`src/rtl/ticket_vending_fsm.sv`:
```
// Parametrised ticket vending controller: coin credit, destination price table, refund/change.
// Optional inactivity refund is compiled in when VEND_TIMEOUT_EN is defined.
module ticket_vending_fsm #(
    parameter int                            NUM_DEST    = 3,
    parameter int                            COIN_W      = 5,
    parameter int                            CREDIT_W    = 8,
    parameter logic [NUM_DEST*CREDIT_W-1:0]  PRICES      = {8'd20, 8'd15, 8'd10},
    parameter int                            TIMEOUT_CYC = 64
) (
    input  logic                        clk,
    input  logic                        rst,
    input  logic                        coin_valid,
    input  logic [COIN_W-1:0]           coin_value,
    input  logic                        choice_valid,
    input  logic [$clog2(NUM_DEST)-1:0] choice,
    input  logic                        cancel,
    output logic [CREDIT_W-1:0]         credit,
    output logic                        ticket_valid,
    output logic [$clog2(NUM_DEST)-1:0] ticket_id,
    output logic                        change_valid,
    output logic [CREDIT_W-1:0]         change,
    output logic                        coin_reject,
    output logic                        insufficient,
    output logic                        timeout
);

    localparam int SEL_W = $clog2(NUM_DEST);

    typedef enum logic [1:0] {IDLE = 2'd0, COLLECT = 2'd1, VEND = 2'd2, REFUND = 2'd3} state_t;

    state_t              state_r, state_s;
    logic [CREDIT_W-1:0] credit_s, change_s, post_s, price_s;
    logic [CREDIT_W:0]   sum_s;
    logic [SEL_W-1:0]    ticket_id_s;
    logic                ticket_valid_s, change_valid_s, coin_reject_s, insufficient_s, timeout_s;
    logic                coin_nz_s, coin_ok_s, choice_ok_s, activity_s, tmo_hit_s;

    function automatic logic [CREDIT_W-1:0] price_of(input logic [SEL_W-1:0] idx);
        logic [CREDIT_W-1:0] p;
        p = {CREDIT_W{1'b0}};
        for (int i = 0; i < NUM_DEST; i++) begin
            p = (idx == SEL_W'(i)) ? PRICES[i*CREDIT_W +: CREDIT_W] : p;
        end
        return p;
    endfunction

    // Coin arithmetic: the extra sum bit flags overflow so the coin can be refused.
    always_comb begin
        coin_nz_s   = coin_valid && (coin_value != {COIN_W{1'b0}});
        sum_s       = {1'b0, credit} + {{(CREDIT_W + 1 - COIN_W){1'b0}}, coin_value};
        coin_ok_s   = coin_nz_s && !sum_s[CREDIT_W];
        post_s      = coin_ok_s ? sum_s[CREDIT_W-1:0] : credit;
        price_s     = price_of(choice);
        choice_ok_s = (int'(choice) < NUM_DEST);
        activity_s  = coin_valid || choice_valid || cancel;
    end

`ifdef VEND_TIMEOUT_EN
    localparam int TW = $clog2(TIMEOUT_CYC + 1);
    logic [TW-1:0] tmo_cnt_r;

    // Idle-cycle counter; held at zero outside COLLECT so entry always restarts it.
    always_ff @(posedge clk) begin
        if (rst || (state_r != COLLECT) || activity_s) begin
            tmo_cnt_r <= {TW{1'b0}};
        end else begin
            tmo_cnt_r <= tmo_cnt_r + {{(TW-1){1'b0}}, 1'b1};
        end
    end

    assign tmo_hit_s = (state_r == COLLECT) && !activity_s && (tmo_cnt_r == TW'(TIMEOUT_CYC - 1));
`else
    // Feature compiled out: never fires.
    assign tmo_hit_s = (TIMEOUT_CYC < 0);
`endif

    // Next-state and next-output logic; outputs are registered below.
    always_comb begin
        state_s        = state_r;
        credit_s       = credit;
        ticket_valid_s = 1'b0;
        ticket_id_s    = {SEL_W{1'b0}};
        change_valid_s = 1'b0;
        change_s       = {CREDIT_W{1'b0}};
        coin_reject_s  = 1'b0;
        insufficient_s = 1'b0;
        timeout_s      = 1'b0;
        case (state_r)
            IDLE: begin
                if (coin_nz_s) begin
                    credit_s = {{(CREDIT_W - COIN_W){1'b0}}, coin_value};
                    state_s  = COLLECT;
                end else begin
                    credit_s = {CREDIT_W{1'b0}};
                end
            end
            COLLECT: begin
                coin_reject_s = coin_nz_s && sum_s[CREDIT_W];
                if (cancel) begin
                    state_s        = REFUND;
                    change_valid_s = 1'b1;
                    change_s       = post_s;
                    credit_s       = {CREDIT_W{1'b0}};
                end else if (choice_valid) begin
                    if (choice_ok_s && (post_s >= price_s)) begin
                        state_s        = VEND;
                        ticket_valid_s = 1'b1;
                        ticket_id_s    = choice;
                        change_valid_s = 1'b1;
                        change_s       = post_s - price_s;
                        credit_s       = {CREDIT_W{1'b0}};
                    end else begin
                        insufficient_s = 1'b1;
                        credit_s       = post_s;
                    end
                end else if (tmo_hit_s) begin
                    state_s        = REFUND;
                    change_valid_s = 1'b1;
                    change_s       = post_s;
                    timeout_s      = 1'b1;
                    credit_s       = {CREDIT_W{1'b0}};
                end else begin
                    credit_s = post_s;
                end
            end
            VEND, REFUND: begin
                coin_reject_s = coin_nz_s;
                credit_s      = {CREDIT_W{1'b0}};
                state_s       = IDLE;
            end
            default: begin
                credit_s = {CREDIT_W{1'b0}};
                state_s  = IDLE;
            end
        endcase
    end

    // State and registered outputs; reset discards credit without a change pulse.
    always_ff @(posedge clk) begin
        if (rst) begin
            state_r      <= IDLE;
            credit       <= {CREDIT_W{1'b0}};
            ticket_valid <= 1'b0;
            ticket_id    <= {SEL_W{1'b0}};
            change_valid <= 1'b0;
            change       <= {CREDIT_W{1'b0}};
            coin_reject  <= 1'b0;
            insufficient <= 1'b0;
            timeout      <= 1'b0;
        end else begin
            state_r      <= state_s;
            credit       <= credit_s;
            ticket_valid <= ticket_valid_s;
            ticket_id    <= ticket_id_s;
            change_valid <= change_valid_s;
            change       <= change_s;
            coin_reject  <= coin_reject_s;
            insufficient <= insufficient_s;
            timeout      <= timeout_s;
        end
    end

endmodule

```
`config.mk`:
```
export PLATFORM = sky130hd
export DESIGN_NAME = ticket_vending_fsm
export DESIGN_NICKNAME = d
export VERILOG_FILES = /design/src/rtl/ticket_vending_fsm.sv
export SDC_FILE = /design/constraint.sdc
export NUM_CORES = 1
export LEC_CHECK = 0
export ABC_AREA = 1
export CAP_MARGIN = 20
export CORE_ASPECT_RATIO = 1.5
export CORE_MARGIN = 2
export CORE_UTILIZATION = 40
export CTS_CLUSTER_SIZE = 25
export DETAILED_ROUTE_END_ITERATION = 6
export GPL_ROUTABILITY_DRIVEN = 0
export PLACE_DENSITY = 0.65
export SETUP_SLACK_MARGIN = 0.2
export SLEW_MARGIN = 5
export SYNTH_ARGS = -nofsm -noshare
export SYNTH_HDL_FRONTEND = slang
export SYNTH_SLANG_ARGS = --single-unit
```
`constraint.sdc`:
```
create_clock -name clk -period 9.6 [get_ports clk]
set_input_delay 0.96 -clock clk [delete_from_list [all_inputs] [get_ports clk]]
set_output_delay 0.96 -clock clk [all_outputs]
set_load 0.02 [all_outputs]
```
==> flow_metrics.tcl, run 1 <==
set metrics [dict create \
    clock_power_share 0.316 \
    syn-num-nets 270 \
    synthesis.area_um2 1732 \
    start_util 0.4114 \
    fp-row-count 29 \
    synth_simple_gate_area_frac 0.3858 \
    drive_above_1_share 0.1268 \
    internal_power_w 0.0001937 \
    arrival_ns 4.55 \
    path_clk_slew_ns 0.09 \
    root_buffer "clkbuf_8" \
    hold_viol 0 \
    fmax_mhz 230.3 \
    io_pins 35 \
    crit_path_cell_trace "clkdlybuf4s50_1 > ha_1 > inv_1 > fa_1 > inv_1 > nand2_1 > nand2_1 > nand3_2 > nand3_4 > inv_4 > o21ai_0 > inv_1 > ha_1 > fa_1 > inv_1 > nand3_2 > nand2_2 > nand3_2 > nand3_4 > nand3_4 > nand2_4 > nand2_4 > a21oi_2" \
    required_ns 9.81 \
    rsz0062_at_grt "false" \
    first_pass_iters 4 \
    place_ws_ns 4.962 \
    htreeDepth 1 \
    cts-buffers-inserted 3 \
    critPathLaunchType "primary input" \
    avgSynthCellArea_um2 7.156 \
    tns_ns 0 \
    grt_pass1_vias 1450 \
    tightest_slew_ns 0.6649 \
    die-area_um2 4882 \
    grt_max_degree 15 \
    period_share 0.4523 \
    dpl.hpwl_um 3331 \
    synth_top_family_by_area "simple AND/OR/NAND/NOR gates" \
    grt_overflow_total 0 \
    cts.sink_count 24 \
    antenna_found_initial 0 \
    path_class "in -> reg" \
    area_delta_synth_final_pct 25.00 \
    avgViaCountPerCell 4.817 \
    drc_errors 0 \
    hold_class "reg -> reg" \
    vias 1551 \
    drv_slew 0 \
    cts_tree "yes" \
    synth_cells 242 \
    pwr-share-seq 0.371 \
    wirelength_um 3961 \
    cpMaxStageDelayCell "clkdlybuf4s50_1" \
    path_max_fanout 10 \
    maxSlewHeadroom 0.5551 \
    p_per_area_nw_per_um2 131.2 \
    synth_compound_area_frac 0.06792 \
    p_total_w 0.0002840 \
    crit_top_cell "inv_1" \
    finClkSkew_ns 0.001823 \
    p_sw_frac 0.3178 \
    cap_violations 0 \
    yosysUniqueCellTypes 32 \
    critPathMaxStageDelay_ns 0.52 \
    wl_per_cell_um 12.30 \
    core_area_um2 4209 \
    synth_xor_area_frac 0.03035 \
    layout_setup_ws_ns 5.258 \
    yosysSeqAreaShare 0.2775 \
    outcome "finished, final reports clean" \
    drtIter0Drc 24 \
    n_fill_cell 418 \
    clk_latency_ns 0.27 \
    synth_fa_ha_area_frac 0.1243 \
    cts_setup_buffers 0 \
    clockBufferDepth 2 \
    yosys_warnings 0 \
    grt_pass1_wl_um 6644 \
    layout_min_cycle_time_ns 4.342 \
    synthMuxAreaShare 0 \
    fin_hold_ws_ns 0.5679 \
    holdBufCountCts 0 \
    globalRouteTotalUtil 0.1770 \
    endpoint_kind "flop" \
    multi_input_area_um2 1057 \
    yosys_register_bits 24 \
    n_antenna_cell 0 \
    port_buffers 33 \
    cts_resized 0 \
    ir_drop_uv 79.94 \
    path_buf_inv 6 \
    p_leak_nw 1.036 \
    die_w_um 57.72 \
    comb_power_share 0.312 \
    crit_family "adder cells" \
    die_y_um 84.59 \
    fin_nets 305 \
    ant_nets 0 \
    seqCellArea_um2 480.5 \
    power_switching_w 0.00009025 \
    setup_viol 0 \
    final_core_util 0.5143 \
]
-- synth_stat cells (all sizes together) --
cell	n	area, µm²
ha	14	175.2
clkbuf	1	7.510
nor2	25	118.9
inv	44	167.7
a21oi	11	62.56
o21ai	8	40.03
nand2	62	262.8
conb	1	3.750
and2	1	7.510
dfxtp	24	480.5
fa	2	40.04
o2111ai	1	8.760
or2	3	18.77
nand4	10	62.56
xor2	1	8.760
xnor2	5	43.79
buf	2	18.77
nand3b	2	15.01
nand3	24	182.7
o22ai	1	6.260
-- logic make-up after synthesis --
logic type | after synthesis
AO/OA/AOI/OAI | 21
XOR/XNOR | 6
adder cells (fa/ha/maj) | 16
buffers and inverters | 47
flip-flops | 24
other | 1
AND/OR/NAND/NOR | 127
-- worst paths after layout --
check           startpoint          to  slack [ns]  cells past startpoint
min reg2reg     state_r[0]  state_r[0]        0.57                      4
max          coin_value[0]   change[3]        5.26                     23
max reg2reg      credit[0]   change[3]        6.08                     22
min             state_r[0]  state_r[0]        0.57                      4
-- power groups by stage --
stage | combinational (W) | sequential, W | clock (W)
after floorplan | 0.0000616 | 0.000111 | 0
after global placement | 0.0000887 | 0.000108 | 0
after detailed placement | 0.0000891 | 0.000108 | 0
after CTS | 0.0000895 | 0.000106 | 0.0000931
after global routing | 0.000100 | 0.000106 | 0.0000966
final | 0.0000887 | 0.000105 | 0.0000898
-- registers in the layout (all words and copies together) (netlist names) --
register,cells
change,8
credit,8
state_r,2
ticket_id,2
change_valid,1
coin_reject,1
insufficient,1
ticket_valid,1
-- worst register-to-register path, cell delays in order (launching register included) --
cell	delay, ns
dfxtp_1	0.39
ha_1	0.21
inv_1	0.06
fa_1	0.39
inv_1	0.07
nand2_1	0.04
nand2_1	0.08
nand3_2	0.12
nand3_4	0.17
inv_4	0.07
o21ai_0	0.28
inv_1	0.08
ha_1	0.23
fa_1	0.39
inv_1	0.08
nand3_2	0.08
nand2_2	0.08
nand3_2	0.09
nand3_4	0.10
nand3_4	0.12
nand2_4	0.10
nand2_4	0.10
a21oi_2	0.14
-- cell type report --
class / count / area share
Multi-Input combinational cell: 171 / 0.4884
Inverter: 44 / 0.07746
Clock buffer: 3 / 0.01908
Clock inverter: 1 / 0.01387
Tap cell: 46 / 0.02659
Timing Repair Buffer: 33 / 0.1526
Sequential cell: 24 / 0.2220
-- cells in the final DEF (no fill, tap or decap), types with 2 or more instances in the layout --
master           synthesis  routed
nor2_1                  17      17
ha_1                    14      14
o21ai_0                  7       7
nand4_1                 10      10
a21oi_1                  9       9
nand2_4                  2       2
or2_1                    2       2
xnor2_1                  5       5
clkbuf_8                 0       3
inv_1                   41      41
nand3_4                  3       3
clkdlybuf4s50_1          0      33
nand2_1                 54      54
inv_2                    2       2
nand3b_1                 2       2
fa_1                     2       2
nand3_2                  5       5
nand2_2                  6       6
dfxtp_1                 24      24
a21oi_2                  2       2
nor2_2                   7       7
nand3_1                 16      16
-- per-stage QoR --
| step | cells | instance area, µm² |
|---|---|---|
| 6_report | 322 | 2165 |
| 5_1_grt | 322 | 2165 |
| 4_1_cts | 322 | 2165 |
| 3_5_place_dp | 318 | 2093 |
| 3_3_place_gp | 318 | 2093 |
| 2_1_floorplan | 242 | 1732 |
-- routing by layer --
metal  vias up  wire (µm)  share of wire  track usage
met5         -          0              0            0
met2        30       2164           0.55       0.3151
li1        830          -              -            -
met1       686       1633           0.41       0.2109
met4         0         72          0.018      0.06977
met3         5         91          0.023      0.01849
No activity file was read; power rests on OpenSTA's default activity.
==> run 2, diff against run 1 <==
Settings changed: PLACE_DENSITY 0.65 to 0.67.
Clock period 9.6 ns to 3.8 ns, I/O delays scaled along.
==> run 2 against run 1 <==
  * Sequential share of layout area decreased by 1.0 points
  * Clock-buffer cell count unchanged
  * Setup slack got worse by 4.8 ns
  * Core utilization up 2.5 points
  * Final cell count grew 3.1%
  * Non-clock buffer count up 10
  * Hold slack worse by 0.032 ns
  * Clock power grew to 2.6 times the previous value
  * Wire length is 2.1% higher
  * Sequential power grew to 2.5 times the previous value
==> flow_metrics.tcl, run 2 (synthesized netlist as in run 1, its figures left out) <==
set metrics [dict create \
    crit_path_cell_trace "clkdlybuf4s50_1 > inv_1 > fa_1 > inv_1 > nand2_1 > nand2_1 > nand3_2 > nand3_4 > inv_4 > o21ai_4 > inv_1 > ha_1 > fa_2 > inv_1 > nand3_2 > nand2_2 > nand3_2 > nand3_4 > nand3_4 > nand2_4 > nand2_8 > a21oi_2" \
    clk_latency_ns 0.28 \
    die_y_um 84.59 \
    fin_area_um2 2271 \
    antenna_found_initial 0 \
    cpMaxStageDelayCell "clkdlybuf4s50_1" \
    globalRouteTotalUtil 0.1746 \
    final_core_util 0.5395 \
    core_area_um2 4209 \
    drive_above_1_share 0.1713 \
    clock_power_share 0.313 \
    fp-row-count 29 \
    fin_hold_ws_ns 0.5363 \
    cts.sink_count 24 \
    crit_family "simple AND/OR/NAND/NOR gates" \
    grt_overflow_total 0 \
    arrival_ns 3.51 \
    ant_nets 0 \
    layout_min_cycle_time_ns 3.298 \
    dpl.hpwl_um 3381 \
    outcome "finished, final reports clean" \
    use_met3 0.02157 \
    placedCellCount 327 \
    pwr-share-seq 0.362 \
    holdBufCountCts 0 \
    path_max_fanout 8 \
    grt-busiest-layer "met2" \
    die-area_um2 4882 \
    clockBufferDepth 2 \
    maxSlewHeadroom 0.4525 \
    rsz0062_at_grt "false" \
    path_buf_inv 6 \
    comb_power_share 0.324 \
    dpl-instance-area_um2 2161 \
    hold_viol 0 \
    drc_errors 0 \
    root_buffer "clkbuf_8" \
    period_share 0.8678 \
    first_pass_iters 4 \
    reg_top3 "change: 8 flops, credit: 8 flops" \
    p_per_area_nw_per_um2 324.1 \
    p_leak_nw 1.089 \
    cts_tree "yes" \
    grt_max_degree 15 \
    wl_per_cell_um 12.18 \
    critPathLaunchType "primary input" \
    cap_violations 0 \
    met1_usage 0.1925 \
    grt_pass1_vias 1520 \
    required_ns 4.01 \
    setup_viol 0 \
    grtUsageMet2 0.3130 \
    vias 1621 \
    p_total_w 0.0007361 \
    start_util 0.4114 \
    internal_power_w 0.0004977 \
    finClkSkew_ns 0.006356 \
    path_clk_slew_ns 0.09 \
    grt_pass1_wl_um 6575 \
    tightest_slew_ns 0.8183 \
    crit_top_cell "inv_1" \
    fin_nets 315 \
    hold_class "in -> reg" \
    critPathMaxStageDelay_ns 0.49 \
    path_class "in -> reg" \
    die_w_um 57.72 \
    endpoint_kind "flop" \
    area_delta_synth_final_pct 31.14 \
    avgViaCountPerCell 4.883 \
    io_pins 35 \
    final_cell_mix "54 x nand2_1, 41 x inv_1, 32 x clkdlybuf4s50_1" \
    p_sw_frac 0.3238 \
    n_antenna_cell 0 \
    wirelength_um 4045 \
    fmax_mhz 303.2 \
    port_buffers 33 \
    layout.cells.non_filler 332 \
    cts-buffers-inserted 3 \
    drtIter0Drc 24 \
    drv_slew 0 \
    htreeDepth 1 \
    final_common_cell "nand2_1" \
    ir_drop_uv 214.6 \
    power_switching_w 0.0002384 \
]
[run 2: layout make-up]
class | count | area [µm²]
clock buffers | 3 | 41.29
flip-flops and latches | 24 | 480.5
fillers | 412 | 1938
multi-input cells | 171 | 1086
clock inverters | 1 | 30.03
repair buffers | 43 | 407.9
inverters | 44 | 167.7
well taps | 46 | 57.56
[run 2: power by group through the flow]
stage,Combinational (W),Clock [W],Sequential (W)
floorplan,0.000156,0,0.000280
global placement,0.000230,0,0.000272
detailed placement,0.000233,0,0.000272
CTS,0.000235,0.000235,0.000266
global route,0.000268,0.000242,0.000268
finish,0.000239,0.000231,0.000267
[run 2: timing repair]
item | CTS | global route
setup endpoints to repair | 6 | 21
pin swaps | 0 | 0
gates resized for setup | 1 | 8
buffers inserted | 0 | 1
cloned | 0 | 0
[run 2: layer usage]
layer,share of wire,wire length [µm]
met5,0,0
met4,0.040,161
met3,0.027,108
met1,0.41,1662
met2,0.52,2112
[run 2: tightest hold or removal path, delay by kind of cell]
family                 cells  cell delay [ns]
AOI/OAI and AO/OA          1             0.06
buffers and inverters      2             0.28
and+or+nand+nor            1             0.05
[run 2: metrics by stage]
step           setup slack, ns  setup TNS, ns
2_1_floorplan           0.4746              0
3_3_place_gp           0.03530              0
3_5_place_dp          -0.09549        -0.7364
4_1_cts                 0.2437              0
5_1_grt                 0.2637              0
6_report                0.5023              0
[run 2: worst paths after layout]
kind / startpoint / endpoint / slack [ns] / depth (start not counted)
hold / removal: coin_value[0] / credit[0] / 0.54 / 4
setup / recovery: coin_value[1] / change[3] / 0.50 / 22
setup reg to reg: credit[0] / change[3] / 0.59 / 22
hold reg to reg: state_r[0] / state_r[0] / 0.57 / 4
==> run 3, diff against run 2 <==
Settings changed: PLACE_DENSITY 0.67 to 0.65.
Clock period 3.8 ns to 4.2 ns, I/O delays scaled along.
==> run 3 against run 2 <==
  * Hold slack gained 0.027 ns
  * Die area is the same
  * Non-clock buffer count shrank 8
  * Flip-flop and latch count is the same
  * Critical path depth grew 2
  * Setup slack gained 0.061 ns
  * Power shrank 11%
==> flow_metrics.tcl, run 3 (synthesized netlist as in run 1, its figures left out) <==
set metrics [dict create \
    outcome "finished, final reports clean" \
    cap_violations 0 \
    reg2reg_from "credit[0]" \
    hold_viol 0 \
    drc_errors 0 \
    crit_path_cell_trace "clkdlybuf4s50_1 > ha_1 > inv_1 > fa_1 > inv_1 > nand2_1 > nand2_1 > nand3_2 > nand3_4 > buf_4 > or2_2 > o21ai_0 > buf_4 > ha_1 > a21oi_1 > inv_1 > nand2_1 > nand2_1 > nand2_1 > nand3_1 > o21ai_0 > nand2_1 > xnor2_1 > nor2_2" \
    drive_above_1_share 0.1367 \
    period_share 0.8660 \
    grt_overflow_total 0 \
    critPathLaunchType "primary input" \
    hold_class "reg -> reg" \
    cpMaxStageDelayCell "clkdlybuf4s50_1" \
    p_per_area_nw_per_um2 298.7 \
    critPathMaxStageDelay_ns 0.52 \
    fp-row-count 29 \
    grt_max_degree 15 \
    layout_setup_ws_ns 0.5629 \
    reg_top3 "change: 8 flops, credit: 8 flops" \
    p_leak_nw 1.047 \
    drtIter0Drc 47 \
    die_w_um 57.72 \
    port_buffers 33 \
    ant_nets 0 \
    grt_pass1_wl_um 6686 \
    seqCellArea_um2 480.5 \
    die-area_um2 4882 \
    globalRouteTotalUtil 0.1749 \
    clk_latency_ns 0.27 \
    multi_input_area_um2 1061 \
    hold_start "state_r[0]" \
    core_area_um2 4209 \
    grt_pass1_vias 1500 \
    finClkSkew_ns 0.007270 \
    path_clk_slew_ns 0.09 \
    r2r_cells 23 \
    vias 1639 \
    path_max_fanout 9 \
    final_cell_mix "54 x nand2_1, 41 x inv_1, 33 x clkdlybuf4s50_1" \
    cts_resized 0 \
    clockBufferDepth 2 \
    reg2reg_to "change[7]" \
    crit_top_cell "nand2_1" \
    drv_slew 0 \
    cts_tree "yes" \
    fmax_mhz 274.9 \
    tightest_slew_ns 0.6939 \
    final_common_cell "nand2_1" \
    holdBufCountCts 0 \
    htreeDepth 1 \
    area_delta_synth_final_pct 26.08 \
    rsz0062_at_grt "false" \
    avgViaCountPerCell 5.059 \
    hold_path_depth 4 \
    wirelength_um 3971 \
    cts.sink_count 24 \
    fin_nets 307 \
    cts_setup_buffers 0 \
    maxSlewHeadroom 0.5357 \
    dpl.hpwl_um 3290 \
    antenna_found_initial 0 \
    required_ns 4.38 \
    layout_min_cycle_time_ns 3.637 \
    cts-buffers-inserted 3 \
    arrival_ns 3.81 \
    ir_drop_uv 174.2 \
    path_class "in -> reg" \
    io_pins 35 \
    rrSetupSlack_ns 0.87 \
    n_fill_cell 428 \
    crit_family "buffers and inverters" \
    start_util 0.4114 \
    tns_ns 0 \
    wl_per_cell_um 12.26 \
    n_antenna_cell 0 \
    endpoint_kind "flop" \
    holdPathEnd "state_r[0]" \
    root_buffer "clkbuf_8" \
    path_buf_inv 6 \
    first_pass_iters 6 \
    die_y_um 84.59 \
    place_ws_ns 0.1428 \
    setup_viol 0 \
]
[run 3: worst reg2reg max path, cell delays in order, from the launching register on]
cell and delay, ns:
dfxtp_1 0.37, ha_1 0.21, inv_1 0.06, fa_1 0.39, inv_1 0.07, nand2_1 0.04, nand2_1 0.08, nand3_2 0.12
nand3_4 0.12, buf_4 0.17, or2_2 0.11, o21ai_0 0.11, buf_4 0.17, ha_1 0.28, a21oi_1 0.15, inv_1 0.05
nand2_1 0.07, nand2_1 0.05, nand2_1 0.07, nand3_1 0.07, o21ai_0 0.14, nand2_1 0.11, xnor2_1 0.19, nor2_2 0.04
[run 3: where the power goes]
part	internal [W]	switching [W]	total (W)
sequential	0.000236	0.00000513	0.000241
combinational	0.0000820	0.000125	0.000207
clock	0.000127	0.0000769	0.000204
[run 3: layout make-up]
| class | instances | area share |
|---|---|---|
| Sequential cell | 24 | 0.2201 |
| Clock inverter | 1 | 0.01375 |
| Clock buffer | 3 | 0.01891 |
| Timing Repair Buffer | 35 | 0.1582 |
| Tap cell | 46 | 0.02636 |
| Multi-Input combinational cell | 171 | 0.4860 |
| Inverter | 44 | 0.07679 |
[run 3: per-stage QoR]
stage	utilization	instance area, µm²	power (W)	cells	hold slack [ns]
6_report	0.5187	2183	0.0006521	324	0.5636
3_5_place_dp	0.5009	2108	0.0004527	320	0.5583
2_1_floorplan	-	1732	0.0003942	242	0.4891
5_1_grt	0.5187	2183	0.0006978	324	0.6211
3_3_place_gp	0.5009	2108	0.0004511	320	0.5445
4_1_cts	0.5178	2180	0.0006602	324	0.5714
[run 3: routing by layer]
layer	up-vias	wire (µm)	GRT usage
li1	837	-	-
met5	-	0	0
met2	50	2089	0.3068
met4	0	165	0.08668
met1	740	1530	0.1998
met3	12	185	0.02619
[run 3: worst max path at each step]
stage,startpoint,end,slack [ns],cells after the start
detailed placement,coin_value[0],change[3],0.14,23
global placement,coin_value[0],change[3],0.27,23
finish,coin_value[0],change[7],0.56,24
global route,coin_value[0],change[7],0.21,24
CTS,coin_value[0],change[3],0.41,23
floorplan,credit[0],change[3],0.87,22
